**config.mk**
```make
export PLATFORM = sky130hd
export DESIGN_NAME = conv_frame_sched_flat
export DESIGN_NICKNAME = d
export VERILOG_FILES = /design/src/rtl/conv_frame_sched_if.sv /design/src/rtl/conv_frame_sched.sv /design/src/flat_wrapper.sv
export SDC_FILE = /design/constraint.sdc
export NUM_CORES = 1
export LEC_CHECK = 0
export CORE_ASPECT_RATIO = 1.4
export CORE_UTILIZATION = 55
export CTS_CLUSTER_SIZE = 24
export DETAILED_ROUTE_END_ITERATION = 6
export PLACE_DENSITY = 0.82
export SYNTH_ARGS = -nofsm -noshare
export SYNTH_HDL_FRONTEND = slang
export SYNTH_SLANG_ARGS = --single-unit
```
**constraint.sdc**
```tcl
create_clock -name clk -period 3.5 [get_ports clk]
set_input_delay 0.7 -clock clk [delete_from_list [all_inputs] [get_ports clk]]
set_output_delay 0.7 -clock clk [all_outputs]
set_load 0.02 [all_outputs]
```
**src/rtl/conv_frame_sched_if.sv**
```systemverilog
// Pixel-in / result-out handshake bundle for conv_frame_sched.
// master = stream source and result sink, slave = the scheduler.
interface conv_frame_sched_if #(
    parameter int CW = 5
);
    logic          in_valid;
    logic          in_ready;
    logic          out_valid;
    logic          out_ready;
    logic [CW-1:0] out_row;
    logic [CW-1:0] out_col;

    modport master (
        output in_valid, out_ready,
        input  in_ready, out_valid, out_row, out_col
    );

    modport slave (
        input  in_valid, out_ready,
        output in_ready, out_valid, out_row, out_col
    );
endinterface

```
**src/rtl/conv_frame_sched.sv**
```systemverilog
// Frame sequencer for the 3x3 convolution datapath: raster position,
// line-buffer writes, window-valid pipeline, backpressure and frame done.
module conv_frame_sched #(
    parameter int IMG_W = 28,
    parameter int IMG_H = 28,
    parameter int LAT   = 2,
    parameter int CW    = 5
) (
    input  logic                clk,
    input  logic                reset,
    input  logic                start,
    conv_frame_sched_if.slave   bus,
    output logic                lb_wr_en,
    output logic [1:0]          lb_sel,
    output logic [CW-1:0]       lb_wr_addr,
    output logic                win_valid,
    output logic                pipe_en,
    output logic                busy,
    output logic                done
);
    typedef enum logic [1:0] {
        S_IDLE,
        S_RUN,
        S_DRAIN,
        S_DONE
    } state_t;

    state_t          state_q, state_d;
    logic [CW-1:0]   col_q, col_d;
    logic [CW-1:0]   row_q, row_d;
    logic [1:0]      sel_q, sel_d;
    logic [LAT-1:0]  vld_q, vld_d;
    logic [CW-1:0]   trow_q [LAT];
    logic [CW-1:0]   trow_d [LAT];
    logic [CW-1:0]   tcol_q [LAT];
    logic [CW-1:0]   tcol_d [LAT];
    logic            stall;
    logic            last_px;

    // Output decode: handshakes, stall and line-buffer strobes.
    always_comb begin
        bus.out_valid = vld_q[LAT-1];
        bus.out_row   = trow_q[LAT-1];
        bus.out_col   = tcol_q[LAT-1];
        stall         = vld_q[LAT-1] && !bus.out_ready;
        pipe_en       = !stall;
        bus.in_ready  = (state_q == S_RUN) && !stall;
        lb_wr_en      = bus.in_valid && bus.in_ready;
        lb_wr_addr    = col_q;
        lb_sel        = sel_q;
        win_valid     = lb_wr_en && (row_q >= CW'(2)) && (col_q >= CW'(2));
        busy          = (state_q == S_RUN) || (state_q == S_DRAIN);
        done          = (state_q == S_DONE);
    end

    // Raster position and line-buffer rotation, advanced per accepted pixel.
    always_comb begin
        col_d   = col_q;
        row_d   = row_q;
        sel_d   = sel_q;
        last_px = (col_q == CW'(IMG_W - 1)) && (row_q == CW'(IMG_H - 1));
        if (lb_wr_en) begin
            if (col_q == CW'(IMG_W - 1)) begin
                col_d = '0;
                if (row_q == CW'(IMG_H - 1)) begin
                    row_d = '0;
                    sel_d = 2'd0;
                end else begin
                    row_d = row_q + CW'(1);
                    sel_d = (sel_q == 2'd2) ? 2'd0 : sel_q + 2'd1;
                end
            end else begin
                col_d = col_q + CW'(1);
            end
        end
    end

    // Valid/tag pipeline alongside the adder tree; frozen while stalled.
    always_comb begin
        vld_d  = vld_q;
        trow_d = trow_q;
        tcol_d = tcol_q;
        if (pipe_en) begin
            vld_d[0]  = win_valid;
            trow_d[0] = row_q - CW'(2);
            tcol_d[0] = col_q - CW'(2);
            for (int i = 1; i < LAT; i++) begin
                vld_d[i]  = vld_q[i-1];
                trow_d[i] = trow_q[i-1];
                tcol_d[i] = tcol_q[i-1];
            end
        end
    end

    // Frame FSM next state; drain ends once the last result has left.
    always_comb begin
        state_d = state_q;
        unique case (state_q)
            S_IDLE:  if (start) state_d = S_RUN;
            S_RUN:   if (lb_wr_en && last_px) state_d = S_DRAIN;
            S_DRAIN: if (vld_d == '0) state_d = S_DONE;
            S_DONE:  state_d = S_IDLE;
            default: state_d = S_IDLE;
        endcase
    end

    // State registers with asynchronous clear.
    always_ff @(posedge clk or posedge reset) begin
        if (reset) begin
            state_q <= S_IDLE;
            col_q   <= '0;
            row_q   <= '0;
            sel_q   <= 2'd0;
            vld_q   <= '0;
            for (int i = 0; i < LAT; i++) begin
                trow_q[i] <= '0;
                tcol_q[i] <= '0;
            end
        end else begin
            state_q <= state_d;
            col_q   <= col_d;
            row_q   <= row_d;
            sel_q   <= sel_d;
            vld_q   <= vld_d;
            trow_q  <= trow_d;
            tcol_q  <= tcol_d;
        end
    end
endmodule

```
**src/flat_wrapper.sv**
```systemverilog
// flat-port wrapper written by rule: the top's interface ports become plain ports
module conv_frame_sched_flat 
#(
    parameter int IMG_W = 28,
    parameter int IMG_H = 28,
    parameter int LAT   = 2,
    parameter int CW    = 5
)
  (clk, reset, start, lb_wr_en, lb_sel, lb_wr_addr, win_valid, pipe_en, busy, done, bus_in_valid, bus_out_ready, bus_in_ready, bus_out_valid, bus_out_row, bus_out_col);
  conv_frame_sched_if #(.CW(CW)) bus_i ();
  input  logic clk;
  input  logic reset;
  input  logic start;
  output logic lb_wr_en;
  output logic [1:0] lb_sel;
  output logic [CW-1:0] lb_wr_addr;
  output logic win_valid;
  output logic pipe_en;
  output logic busy;
  output logic done;
  input wire logic [$bits(bus_i.in_valid)-1:0] bus_in_valid;
  input wire logic [$bits(bus_i.out_ready)-1:0] bus_out_ready;
  output wire logic [$bits(bus_i.in_ready)-1:0] bus_in_ready;
  output wire logic [$bits(bus_i.out_valid)-1:0] bus_out_valid;
  output wire logic [$bits(bus_i.out_row)-1:0] bus_out_row;
  output wire logic [$bits(bus_i.out_col)-1:0] bus_out_col;
  assign bus_i.in_valid = bus_in_valid;
  assign bus_i.out_ready = bus_out_ready;
  assign bus_in_ready = bus_i.in_ready;
  assign bus_out_valid = bus_i.out_valid;
  assign bus_out_row = bus_i.out_row;
  assign bus_out_col = bus_i.out_col;
  conv_frame_sched #(.IMG_W(IMG_W), .IMG_H(IMG_H), .LAT(LAT), .CW(CW)) u_core (.clk(clk), .reset(reset), .start(start), .bus(bus_i), .lb_wr_en(lb_wr_en), .lb_sel(lb_sel), .lb_wr_addr(lb_wr_addr), .win_valid(win_valid), .pipe_en(pipe_en), .busy(busy), .done(done));
endmodule
```
==> flow_metrics.env, run 1 <==
export IMPL_status="completed"
export IMPL_finalSetupTns_ps=0
export IMPL_critPathCaptureType="output port"
export IMPL_cellPowerDensity_mw_per_mm2=689
export IMPL_critPathRequiredTime_ps=2800
export IMPL_area_growth_pct=18.8
export IMPL_path_clk_slew_ps=70
export IMPL_ys_warn_count=0
export IMPL_p_comb_frac=0.396
export IMPL_grt_pass1_vias=1403
export IMPL_final_cell_mix="44 x nand2_1, 36 x dfrtp_1, 28 x clkdlybuf4s50_1"
export IMPL_setup_viol=0
export IMPL_p_sw_w=0.000544
export IMPL_vias=1384
export IMPL_netlist_instances=195
export IMPL_wirelength_um=3470
export IMPL_htree_levels=2
export IMPL_cp_start_kind="flop"
export IMPL_gr_max_usage_layer="met2"
export IMPL_clk_path_buf_depth=2
export IMPL_gr_usage_met1=0.259
export IMPL_avgRoutedWirePerCell_um=13.4
export IMPL_skew_ps=7.31
export IMPL_ios=29
export IMPL_syn_avg_cell_area_um2=9.37
export IMPL_cts_sinks=36
export IMPL_final_util=0.688
export IMPL_async_flop_share=1.00
export IMPL_dieArea_mm2=0.00356
export IMPL_cap_violations=0
export IMPL_worst_slew_pin_slew_ps=718
export IMPL_nNetsFinal=235
export IMPL_gp_congestion=0.893
export IMPL_finalHoldViolations=0
export IMPL_coreArea_mm2=0.00315
export IMPL_ys_ff_latch=36
export IMPL_cts_tree="done"
export IMPL_antenna_found_initial=0
export IMPL_drc=0
export IMPL_insertedDiodeCount=0
export IMPL_cts_resized=0
export IMPL_synth_seq_area_share=0.493
export IMPL_die_w_um=50.7
export IMPL_grt_pass1_wl_um=6110
export IMPL_seqPwrFrac=0.405
export IMPL_slew_violations=0
export IMPL_ys_types=35
export IMPL_intPower_w=0.000950
export IMPL_use_met2=0.407
export IMPL_clk_insertion_delay_late_ps=290
export IMPL_drive_above_1_share=0.0594
export IMPL_grt_overflow=0
export IMPL_power_leakage_nw=0.986
export IMPL_drtIter0Drc=28
export IMPL_cts_buffers=5
export IMPL_timing_slew_headroom=0.520
export IMPL_rsz0062_at_grt="false"
export IMPL_period_share=0.913
export IMPL_crit_type="flop to output port"
export IMPL_start_util=0.579
export IMPL_grt_max_degree=37
export IMPL_dieHeight_um=70.2
export IMPL_grt_met3_usage=0.0566
export IMPL_syn_num_nets=212
export IMPL_crit_fanout=7
export IMPL_synth_edff_count=0
export IMPL_dr_pass1_iters=4
export IMPL_via_per_inst=5.36
export IMPL_syn_area_mm2=0.00183
export IMPL_post_cts_buffers=0
export IMPL_port_buffers=28
export IMPL_cp_data_arrival_time_ps=2490
export IMPL_cts_root_buf="clkbuf_8"
export IMPL_hold_class="flop to flop"
export IMPL_hold_buffers=0
export IMPL_place_hpwl_um=2560
export IMPL_max_freq_mhz=313
export IMPL_clkPwrFrac=0.198
export IMPL_grtUsageTotal=0.237
export IMPL_synth_ff_type="dfrtp_1"
export IMPL_min_period_ps=3190
export IMPL_p_sw_frac=0.364
export IMPL_peakVddDrop_mv=0.655
export IMPL_mostFrequentLayoutCell="nand2_1"
export IMPL_fp_row_count=24
export IMPL_ant_nets=0
## logic make-up (layout without fill, tap and decap cells)
logic type | Yosys count | in the layout | synth area share
compound gates | 35 | 35 | 0.119
xor+xnor | 6 | 6 | 0.0288
fa+ha+maj | 12 | 12 | 0.0822
buf+inv | 32 | 56 | 0.0931
flops | 36 | 36 | 0.493
mux | 2 | 2 | 0.0123
simple gates | 72 | 72 | 0.171
## sequential cells by signal, indices dropped and copies added (netlist names)
signal and cells:
u_core.state_q 2, u_core.row_q 5, u_core.tcol_q 5, u_core.bus.out_col 5, u_core.lb_sel 2, u_core.bus.out_row 5, u_core.trow_q 5, u_core.vld_q 2
u_core.lb_wr_addr 5
## path summary, 6_finish.rpt
check	from	endpoint	slack, ps	cells past startpoint
max	u_core.lb_wr_addr[2]	win_valid	310	6
min	u_core.bus.out_row[1]	u_core.bus.out_row[1]	460	2
max reg2reg	u_core.row_q[1]	u_core.state_q[0]	1400	5
min reg2reg	u_core.bus.out_row[1]	u_core.bus.out_row[1]	460	2
max in group asynchronous	reset	u_core.bus.out_col[3]	2360	3
min in group asynchronous	reset	u_core.bus.out_row[0]	820	3
## routing by layer
| metal | up-vias | wire, um |
|---|---|---|
| met5 | - | 0 |
| met4 | 0 | 116 |
| met3 | 7 | 147 |
| met2 | 40 | 1810 |
| met1 | 653 | 1390 |
| li1 | 684 | - |
## synth_stat cells (2+ instances only)
master	number	area (um^2)
mux2_2	2	22.5
o41ai_1	2	17.5
a31oi_1	2	12.5
or3_1	2	12.5
nor3_1	5	25.0
clkbuf_1	4	15.0
nand2_1	44	165
nand3_1	4	20.0
nor2_1	9	33.8
dfrtp_1	36	901
ha_1	12	150
a21o_1	2	15.0
nand2b_1	2	12.5
a21oi_1	8	40.0
inv_1	14	52.6
buf_4	11	82.6
nand4b_1	2	17.5
o21ai_0	12	60.1
xnor2_1	6	52.6
## cell type report
type / count / area (um^2)
inverters: 15 / 56.3
well taps: 39 / 48.8
multi-input cells: 127 / 756
flip-flops and latches: 36 / 901
fillers: 249 / 983
clock buffers: 8 / 90.1
repair buffers: 33 / 318
## worst max-delay path: stages, from the launching register on
cell	delay, ps
dfrtp_1	450
inv_1	130
ha_1	190
inv_1	50
a2111oi_1	630
nor3_1	170
clkdlybuf4s50_1	580
## power by group through the flow
stage,sequential (W),combinational (W),clock (W)
detailed placement,0.000614,0.000591,0
global placement,0.000603,0.000557,0
finish,0.000606,0.000592,0.000296
global route,0.000624,0.000648,0.000322
floorplan,0.000615,0.000389,0
CTS,0.000606,0.000597,0.000304
## per-stage QoR
stage | cell area (um^2) | hold WS [ps] | setup slack (ps) | std cells | power, W
finish | 2170 | 462 | 305 | 258 | 0.00149
global route | 2170 | 482 | 210 | 258 | 0.00159
CTS | 2170 | 470 | 309 | 258 | 0.00151
detailed placement | 2080 | 456 | 347 | 250 | 0.00121
global placement | 2080 | 448 | 416 | 250 | 0.00116
floorplan | 1830 | 440 | 1090 | 195 | 0.00100
(Power assumes the default switching activity.)
==> run 2: changes to the inputs <==
ABC_AREA = 0   (was not set)
==> results of run 2 <==
No change in the layout: final DEF, timing and power equal those of run 1.
